<file path="src/rtl/simple_dma_pkg.sv">
// Shared definitions for the simple DMA controller: FSM state encoding,
// byte-enable patterns and address stepping constants.
package simple_dma_pkg;

  typedef enum logic [2:0] {
    ST_IDLE     = 3'd0,
    ST_WAIT_DEV = 3'd1,
    ST_ACCESS   = 3'd2,
    ST_CAPTURE  = 3'd3,
    ST_ACK      = 3'd4,
    ST_DONE     = 3'd5
  } state_e;

  localparam logic [1:0]  WE_WORD   = 2'b11;
  localparam logic [1:0]  WE_NONE   = 2'b00;
  localparam logic [15:0] ADDR_STEP = 16'd2;
  // Byte addresses are word aligned: bit 0 of the start address is dropped.
  localparam logic [15:0] ADDR_MASK = 16'hFFFE;

endpackage

</file>
<file path="src/rtl/simple_dma_watchdog.sv">
// Access watchdog: counts cycles the controller spends in ACCESS without
// dma_ready and flags expiry on the TIMEOUT_CYCLES-th such cycle. The count
// returns to zero whenever the controller is outside ACCESS, so every new
// access starts from a clean count.
module simple_dma_watchdog #(
  parameter int TIMEOUT_CYCLES = 255
) (
  input  logic clk,
  input  logic reset,
  input  logic active,
  input  logic stall,
  output logic expire
);

  localparam logic [15:0] LAST_COUNT = 16'(TIMEOUT_CYCLES - 1);

  logic [15:0] count_q, count_d;

  // Next count: advance while stalled in ACCESS, clear outside it.
  always_comb begin
    count_d = 16'd0;
    if (active) begin
      count_d = stall ? count_q + 16'd1 : count_q;
    end
  end

  // Count register.
  always_ff @(posedge clk or posedge reset) begin
    if (reset) begin
      count_q <= 16'd0;
    end else begin
      count_q <= count_d;
    end
  end

  assign expire = active && stall && (count_q == LAST_COUNT);

endmodule

</file>
<file path="src/rtl/simple_dma_controller.sv">
// Single-channel DMA engine between the simple_dma_device peripheral and the
// openMSP430 DMA memory port. Moves one 16-bit word per device handshake,
// returns read data with a one-cycle dma_ack, and signals completion or a bus
// error with one-cycle end/error pulses.
// Build option: define SIMPLE_DMA_TIMEOUT_EN to add an ACCESS watchdog that
// aborts with an error after TIMEOUT_CYCLES cycles without dma_ready.
module simple_dma_controller
  import simple_dma_pkg::*;
#(
  parameter logic PRIORITY       = 1'b0,
  parameter int   TIMEOUT_CYCLES = 255
) (
  input  logic        clk,
  input  logic        reset,
  input  logic        dma_rqst,
  input  logic        dma_rd_wr,
  input  logic [15:0] dma_start_address,
  input  logic [15:0] dma_num_words,
  input  logic        dev_ack,
  input  logic [15:0] dev_out,
  output logic        dma_ack,
  output logic [15:0] dev_in,
  output logic        dma_end_flag,
  output logic        dma_error_flag,
  output logic [14:0] dma_addr,
  output logic [15:0] dma_din,
  output logic        dma_en,
  output logic [1:0]  dma_we,
  output logic        dma_priority,
  input  logic [15:0] dma_dout,
  input  logic        dma_ready,
  input  logic        dma_resp
);

  state_e      state_q, state_d;
  logic [15:0] addr_q, addr_d;
  logic [15:0] cnt_q, cnt_d;
  logic [15:0] wdata_q, wdata_d;
  logic [15:0] dev_in_q, dev_in_d;
  logic        dir_q, dir_d;
  logic        ack_q, ack_d;
  logic        end_q, end_d;
  logic        err_q, err_d;
  logic        expire;

`ifdef SIMPLE_DMA_TIMEOUT_EN
  simple_dma_watchdog #(
    .TIMEOUT_CYCLES(TIMEOUT_CYCLES)
  ) u_watchdog (
    .clk    (clk),
    .reset  (reset),
    .active (state_q == ST_ACCESS),
    .stall  (~dma_ready),
    .expire (expire)
  );
`else
  // Without the watchdog an access waits for dma_ready indefinitely; the
  // parameter stays in the interface so both builds instantiate identically.
  localparam int unused_timeout_cycles = TIMEOUT_CYCLES;
  assign expire = 1'b0;
`endif

  // State register.
  always_ff @(posedge clk or posedge reset) begin
    // NOTE: non-blocking assignments in clocked blocks so every register samples pre-edge values.
    if (reset) begin
      state_q <= ST_IDLE;
    end else begin
      state_q <= state_d;
    end
  end

  // Next-state logic: device handshake, memory access, completion.
  always_comb begin
    // NOTE: default assignment first so no path leaves state_d unassigned (no latch).
    state_d = state_q;
    case (state_q)
      ST_IDLE: begin
        if (dma_rqst) begin
          state_d = (dma_num_words == 16'd0) ? ST_DONE : ST_WAIT_DEV;
        end
      end
      ST_WAIT_DEV: begin
        if (!dma_rqst)    state_d = ST_IDLE;
        else if (dev_ack) state_d = ST_ACCESS;
      end
      // The request is deliberately ignored here: a started access completes.
      ST_ACCESS: begin
        if (dma_ready) begin
          if (dma_resp)   state_d = ST_DONE;
          else if (dir_q) state_d = ST_CAPTURE;
          else            state_d = ST_ACK;
        end else if (expire) begin
          state_d = ST_DONE;
        end
      end
      ST_CAPTURE: state_d = ST_ACK;
      ST_ACK: begin
        if (cnt_q == 16'd1) state_d = ST_DONE;
        else if (!dma_rqst) state_d = ST_IDLE;
        else                state_d = ST_WAIT_DEV;
      end
      ST_DONE: begin
        if (!dma_rqst) state_d = ST_IDLE;
      end
      default: state_d = ST_IDLE;
    endcase
  end

  // Output decode: memory port driven only in ACCESS; next values of the
  // registered pulses. ACCESS reaches DONE only through an error.
  always_comb begin
    dma_en   = 1'b0;
    dma_addr = 15'd0;
    dma_din  = 16'd0;
    dma_we   = WE_NONE;
    if (state_q == ST_ACCESS) begin
      dma_en   = 1'b1;
      dma_addr = addr_q[15:1];
      dma_din  = wdata_q;
      dma_we   = dir_q ? WE_NONE : WE_WORD;
    end
    ack_d = (state_d == ST_ACK);
    end_d = (state_d == ST_DONE) && (state_q != ST_DONE);
    err_d = (state_d == ST_DONE) && (state_q == ST_ACCESS);
  end

  // Datapath next-state: latch the request, capture data, step address/count.
  always_comb begin
    addr_d   = addr_q;
    cnt_d    = cnt_q;
    dir_d    = dir_q;
    wdata_d  = wdata_q;
    dev_in_d = dev_in_q;
    case (state_q)
      ST_IDLE: begin
        if (dma_rqst) begin
          addr_d = dma_start_address & ADDR_MASK;
          cnt_d  = dma_num_words;
          dir_d  = dma_rd_wr;
        end
      end
      ST_WAIT_DEV: begin
        if (dma_rqst && dev_ack && !dir_q) wdata_d = dev_out;
      end
      ST_CAPTURE: dev_in_d = dma_dout;
      ST_ACK: begin
        addr_d = addr_q + ADDR_STEP;
        cnt_d  = cnt_q - 16'd1;
      end
      default: ;
    endcase
  end

  // Datapath and registered-output registers.
  always_ff @(posedge clk or posedge reset) begin
    // NOTE: datapath registers are reset too; several feed outputs that must read 0 out of reset.
    if (reset) begin
      addr_q   <= 16'd0;
      cnt_q    <= 16'd0;
      dir_q    <= 1'b0;
      wdata_q  <= 16'd0;
      dev_in_q <= 16'd0;
      ack_q    <= 1'b0;
      end_q    <= 1'b0;
      err_q    <= 1'b0;
    end else begin
      addr_q   <= addr_d;
      cnt_q    <= cnt_d;
      dir_q    <= dir_d;
      wdata_q  <= wdata_d;
      dev_in_q <= dev_in_d;
      ack_q    <= ack_d;
      end_q    <= end_d;
      err_q    <= err_d;
    end
  end

  assign dma_ack        = ack_q;
  assign dev_in         = dev_in_q;
  assign dma_end_flag   = end_q;
  assign dma_error_flag = err_q;
  assign dma_priority   = PRIORITY;

endmodule

</file>
<file path="config.mk">
export PLATFORM = sky130hd
export DESIGN_NAME = simple_dma_controller
export DESIGN_NICKNAME = d
export VERILOG_FILES = /design/src/rtl/simple_dma_pkg.sv /design/src/rtl/simple_dma_watchdog.sv /design/src/rtl/simple_dma_controller.sv
export SDC_FILE = /design/constraint.sdc
export NUM_CORES = 1
export LEC_CHECK = 0
export ABC_CLOCK_PERIOD_IN_PS = 4400
export CORE_MARGIN = 2
export CORE_UTILIZATION = 51
export CTS_BUF_LIST = sky130_fd_sc_hd__clkbuf_4 sky130_fd_sc_hd__clkbuf_8
export DETAILED_ROUTE_END_ITERATION = 7
export HOLD_SLACK_MARGIN = 0.02
export PLACE_DENSITY = 0.89
export SYNTH_ARGS = -nofsm -noshare
export SYNTH_HDL_FRONTEND = slang
export SYNTH_SLANG_ARGS = --single-unit
export TNS_END_PERCENT = 5
</file>
<file path="constraint.sdc">
create_clock -name clk -period 4.4 [get_ports clk]
set_input_delay 0.44 -clock clk [delete_from_list [all_inputs] [get_ports clk]]
set_output_delay 0.44 -clock clk [all_outputs]
set_load 0.05 [all_outputs]
</file>
# After elaboration in Yosys (flattened, before gate mapping)

Cells that the tools add are included.
W data, S select, Z words.

Input bits: 71
Output and inout port bits: 54
Register bits after elaboration: 71
Bits in latches: 0
Memories kept: 0
Memory bits (read-only): 0
Logic and storage cells: 52
Memory bits (writable): 0

Divide/modulo/power cells: 0
Order comparisons: 0
Shift operators: 0
$add $sub $neg: 2
Eq/ne operators: 10
Bitwise gates (word level): 0
Multipliers: 0
Reduce and logical (&&, ||, !) cells: 11
Multiplexer cells: 20

Operators by type and width:

| kind                    | count |
|---|---|
| $pmux W16 S2            | 2 |
| $mux W16                | 3 |
| $mux W3                 | 9 |
| $pmux W3 S6             | 1 |
| $add A16 B2 Y16 const B | 1 |
| $eq A16 B1 Y1 const B   | 1 |
| $logic_not A16 Y1       | 1 |
| $sub A16 B1 Y16 const B | 1 |
| $mux W15                | 1 |
| $eq A3 B3 Y1 const B    | 4 |
| $eq A3 B2 Y1 const B    | 2 |
| $reduce_and A2 Y1       | 3 |
| $logic_and A1 B1 Y1     | 4 |
| $mux W2                 | 2 |
| $eq A3 B1 Y1 const B    | 1 |
| $logic_not A3 Y1        | 1 |
| $ne A3 B3 Y1 const B    | 1 |
| $mux W1                 | 2 |
| $ne A2 B2 Y1 const B    | 1 |
| $reduce_bool A2 Y1      | 1 |
| $logic_not A1 Y1        | 1 |

# Logic depth before layout (Yosys ltp)

Depth after elaboration: 6
Mapped depth: 7
Mapped depth without buffers: 7

# Worst setup path after synthesis

No wires, ideal clock.

Path type: register to output
From: reg state_q[1]
To: out dma_we[1]
Required time: 3960 ps
Cell stages (with the launch flop): 5
Data arrival time: 2120 ps
Buffers on the path: 2
Slack: 1840 ps
Cells stage by stage: dfrtp_1 buf_2 nand2b_1 nor3_1 buf_4

Word-level cells in the longest chain between the ends: 2

RTL lines:

| element                | RTL line                     | source |
|---|---|---|
| from (decl)            | simple_dma_controller.sv:35  | `state_e state_q, state_d;` |
| from (signal assigned) | simple_dma_controller.sv:69  | `state_q <= state_d;` |
| $eq A3 B2 Y1           | simple_dma_controller.sv:117 | `if (state_q == ST_ACCESS) begin` |
| $mux W2                | simple_dma_controller.sv:117 |  |
| to (decl)              | simple_dma_controller.sv:28  | `output logic [1:0] dma_we,` |

No other way between the ends.

# Final worst setup path

From: reg state_q[1]
To: out dma_din[1]

Word-level cells in the longest chain between the ends: 2

RTL lines:

| element      | RTL line                     | source |
|---|---|---|
| $eq A3 B2 Y1 | simple_dma_controller.sv:117 |  |
| $mux W16     | simple_dma_controller.sv:117 |  |
| to (decl)    | simple_dma_controller.sv:26  | `output logic [15:0] dma_din,` |

No other way between the ends.

==> flow_summary.ini <==
[layout]
nets = 551
area_growth_pct = 40.99
final_cell_area_mm2 = 0.005139
diodes = 0
drive_above_1_share = 0.1310
postLayoutCoreUtil = 0.7481
fillCellCount = 474

[hold_path]
hold_path_class = reg -> reg

[timing]
fin_crit_sh = 0.6673
setup_tns_ns = 0
setup_violations = 0
worstMarginPinSlew_ns = 0.9116
max_slew_margin = 0.3914
timing.fmax_ghz = 0.3406
clock_skew_ns = 0.009301
rsz0062_at_grt = false
period_needed_ns = 2.936
hold_viol_final = 0
drv_slew = 0

[logic_synthesis]
synth_top_cell_by_area = dfrtp_1
syn_nets = 435
async_flop_share = 1.000
synth_seq_area_share = 0.4806
synthCells = 361
synth.top_cells.by_area = dfrtp_1, mux2_2, and2_1, a21oi_1, o21ai_0
synth_area_mm2 = 0.003645
yosys_warnings = 0
synth_edf_count = 0
netlist.area_leader.share = 0.4806
ys_types = 51
avgSynthCellArea_um2 = 10.10
ys_ff_latch = 70
ys.flop_type = dfrtp_1

[setup_path]
timing.critical_path.buf_inv = 2
critPathKind = reg -> out
critPathSlowestCell = clkdlybuf4s50_1
worstSetupEndpoint = dma_din[1]
startpoint_type = register
crit_required_ns = 3.96
path_max_fanout = 33
worstSetupPathDepth = 4
r2r_slack_ns = 2.15
crit_chain = nor3b_2, buf_4, and2_1, clkdlybuf4s50_1
r2r_end = cnt_q[12]
critPathCaptureType = output pin
r2r.worst_path.cells = 7
cpPeakStageDelay_ns = 0.81
cp.arrival_ns = 2.50
worstSetupStartpoint = state_q[1]
cp_top_family = buffers and inverters
worstReg2RegStart = state_q[0]

[clock_tree]
cts_hold_buf = 0
clk_pin_slew_ns = 0.08
cts_buffer_depth = 2
clock_latency_ns = 0.35
cts_root_buf = clkbuf_8
clock_sinks = 70
cts.htree.levels = 3
cts_setup_buffers = 0
numCtsBuffers = 9
cts_tree = built
cts_resized = 0

[global_routing]
antenna_found_initial = 0
grt_pass1_wl_um = 15700
track_usage = 0.2612
gr-total-overflow = 0
grt_max_degree = 46
grt_pass1_vias = 3255

[place]
hpwl_um = 7011
place_area_mm2 = 0.004927
io_buffers = 122
place.gp.congestion = 0.8558

[floorplan]
die_height_um = 88.54
die_x_um = 88.54
initial_utilization = 0.5306
io_pins = 125
die_area_mm2 = 0.007838
coreArea_mm2 = 0.006869
rows = 30

[flow_run]
drv_cap = 0

[routing]
ant_nets = 0
vias_per_cell = 5.858
via_count = 3380
drc = 0
wl_per_cell_um = 17.23
routed_wirelength_um = 9939
drtIter0Drc = 195
firstDrtPassIters = 4

[pwr]
p_leak_nw = 2.054
irDropWorstVdd_v = 0.0002247
cellPowerDensity_mw_per_mm2 = 592.3

[status]
status = complete, no violations
[flip-flops by register name, summed over array words and instances (netlist names)]
signal and flops:
addr_q 15, dir_q 1, dma_error_flag 1, state_q 3
dma_ack 1, dma_end_flag 1, cnt_q 16, dev_in 16
wdata_q 16
[worst min path at each step]
stage                           start     endpoint  slack, ns  cells after the start
after floorplan             cnt_q[12]    cnt_q[12]       0.46                      1
final                     wdata_q[12]  wdata_q[12]       0.50                      1
after CTS                 wdata_q[12]  wdata_q[12]       0.50                      1
after detailed placement  wdata_q[12]  wdata_q[12]       0.49                      1
after global routing      wdata_q[12]  wdata_q[12]       0.51                      1
after global placement    wdata_q[14]  wdata_q[14]       0.48                      1
[synth_stat cells (7+ instances only)]
cell type / count
buf_2: 8
inv_1: 10
dfrtp_1: 70
mux2_2: 32
a21oi_1: 19
nor2_1: 24
o211ai_1: 7
nand4_1: 8
nand3_1: 12
clkbuf_1: 12
o21ai_0: 18
and2_1: 32
nor3_1: 14
nand2_1: 24
nor4_1: 7
[final cells by class]
type | instances | area, um2 | area share
flip-flops and latches | 70 | 1752 | 0.3409
multi-input cells | 258 | 1752 | 0.3409
repair buffers | 128 | 1266 | 0.2464
clock buffers | 9 | 123.9 | 0.02411
well taps | 96 | 120.1 | 0.02337
clock inverters | 6 | 87.58 | 0.01704
inverters | 10 | 37.54 | 0.007305
[power breakdown]
part | switching, mW | leakage, nW | total [mW] | internal, mW
combinational | 0.755 | 1.12 | 1.29 | 0.535
sequential | 0.263 | 0.834 | 1.19 | 0.929
clock | 0.248 | 0.0973 | 0.562 | 0.315
[cells in the final DEF (no fill, tap or decap), types with 3 or more instances in the layout]
cell             count
a211oi_1             3
a21oi_1             19
a311oi_1             4
and2_1              32
and3_1               4
buf_4                6
clkbuf_8             9
clkdlybuf4s50_1    122
clkinvlp_4           3
dfrtp_1             70
ha_1                 3
inv_1                9
mux2_2              32
nand2_1             24
nand2b_1             3
nand3_1             12
nand3b_1             3
nand4_1              8
nor2_1              24
nor3_1              14
nor4_1               7
o211ai_1             7
o21a_1               3
o21ai_0             18
o311ai_0             5
[metal layers]
layer | GRT usage | part of all wire | vias to the layer above
met5 | 0 | 0 | -
met3 | 0.06157 | 0.082 | 29
met4 | 0.1061 | 0.022 | 0
met1 | 0.3376 | 0.42 | 1630
met2 | 0.4258 | 0.48 | 176
li1 | - | - | 1545
[per-stage QoR]
step | power, mW | hold WS [ns] | instances | worst slack [ns]
after floorplan | 2.028 | 0.4601 | 361 | 1.841
after global placement | 2.408 | 0.4776 | 562 | 1.855
after detailed placement | 2.477 | 0.4872 | 562 | 1.828
after CTS | 3.043 | 0.5049 | 577 | 1.456
after global routing | 3.202 | 0.5116 | 577 | 1.317
final | 3.044 | 0.5032 | 577 | 1.464
[worst register-to-register path, delay by kind of cell, from the launching register on]
family / cells / cell delay, ns
AND/OR/NAND/NOR: 3 / 0.69
buffers and inverters: 2 / 0.50
flip-flops: 1 / 0.54
AO/OA/AOI/OAI: 2 / 0.42
[kinds of logic (layout without fill, tap and decap cells)]
kind of cell	count (synthesis)	in the layout	share of synthesized area
other cells	1	1	0.001029
compound gates	75	75	0.1373
fa+ha+maj	3	3	0.01030
xor+xnor	1	1	0.002403
simple gates	145	145	0.2279
flops	70	70	0.4806
buf+inv	33	153	0.03879
mux	33	33	0.1016
No activity file was read; power rests on OpenSTA's default activity.
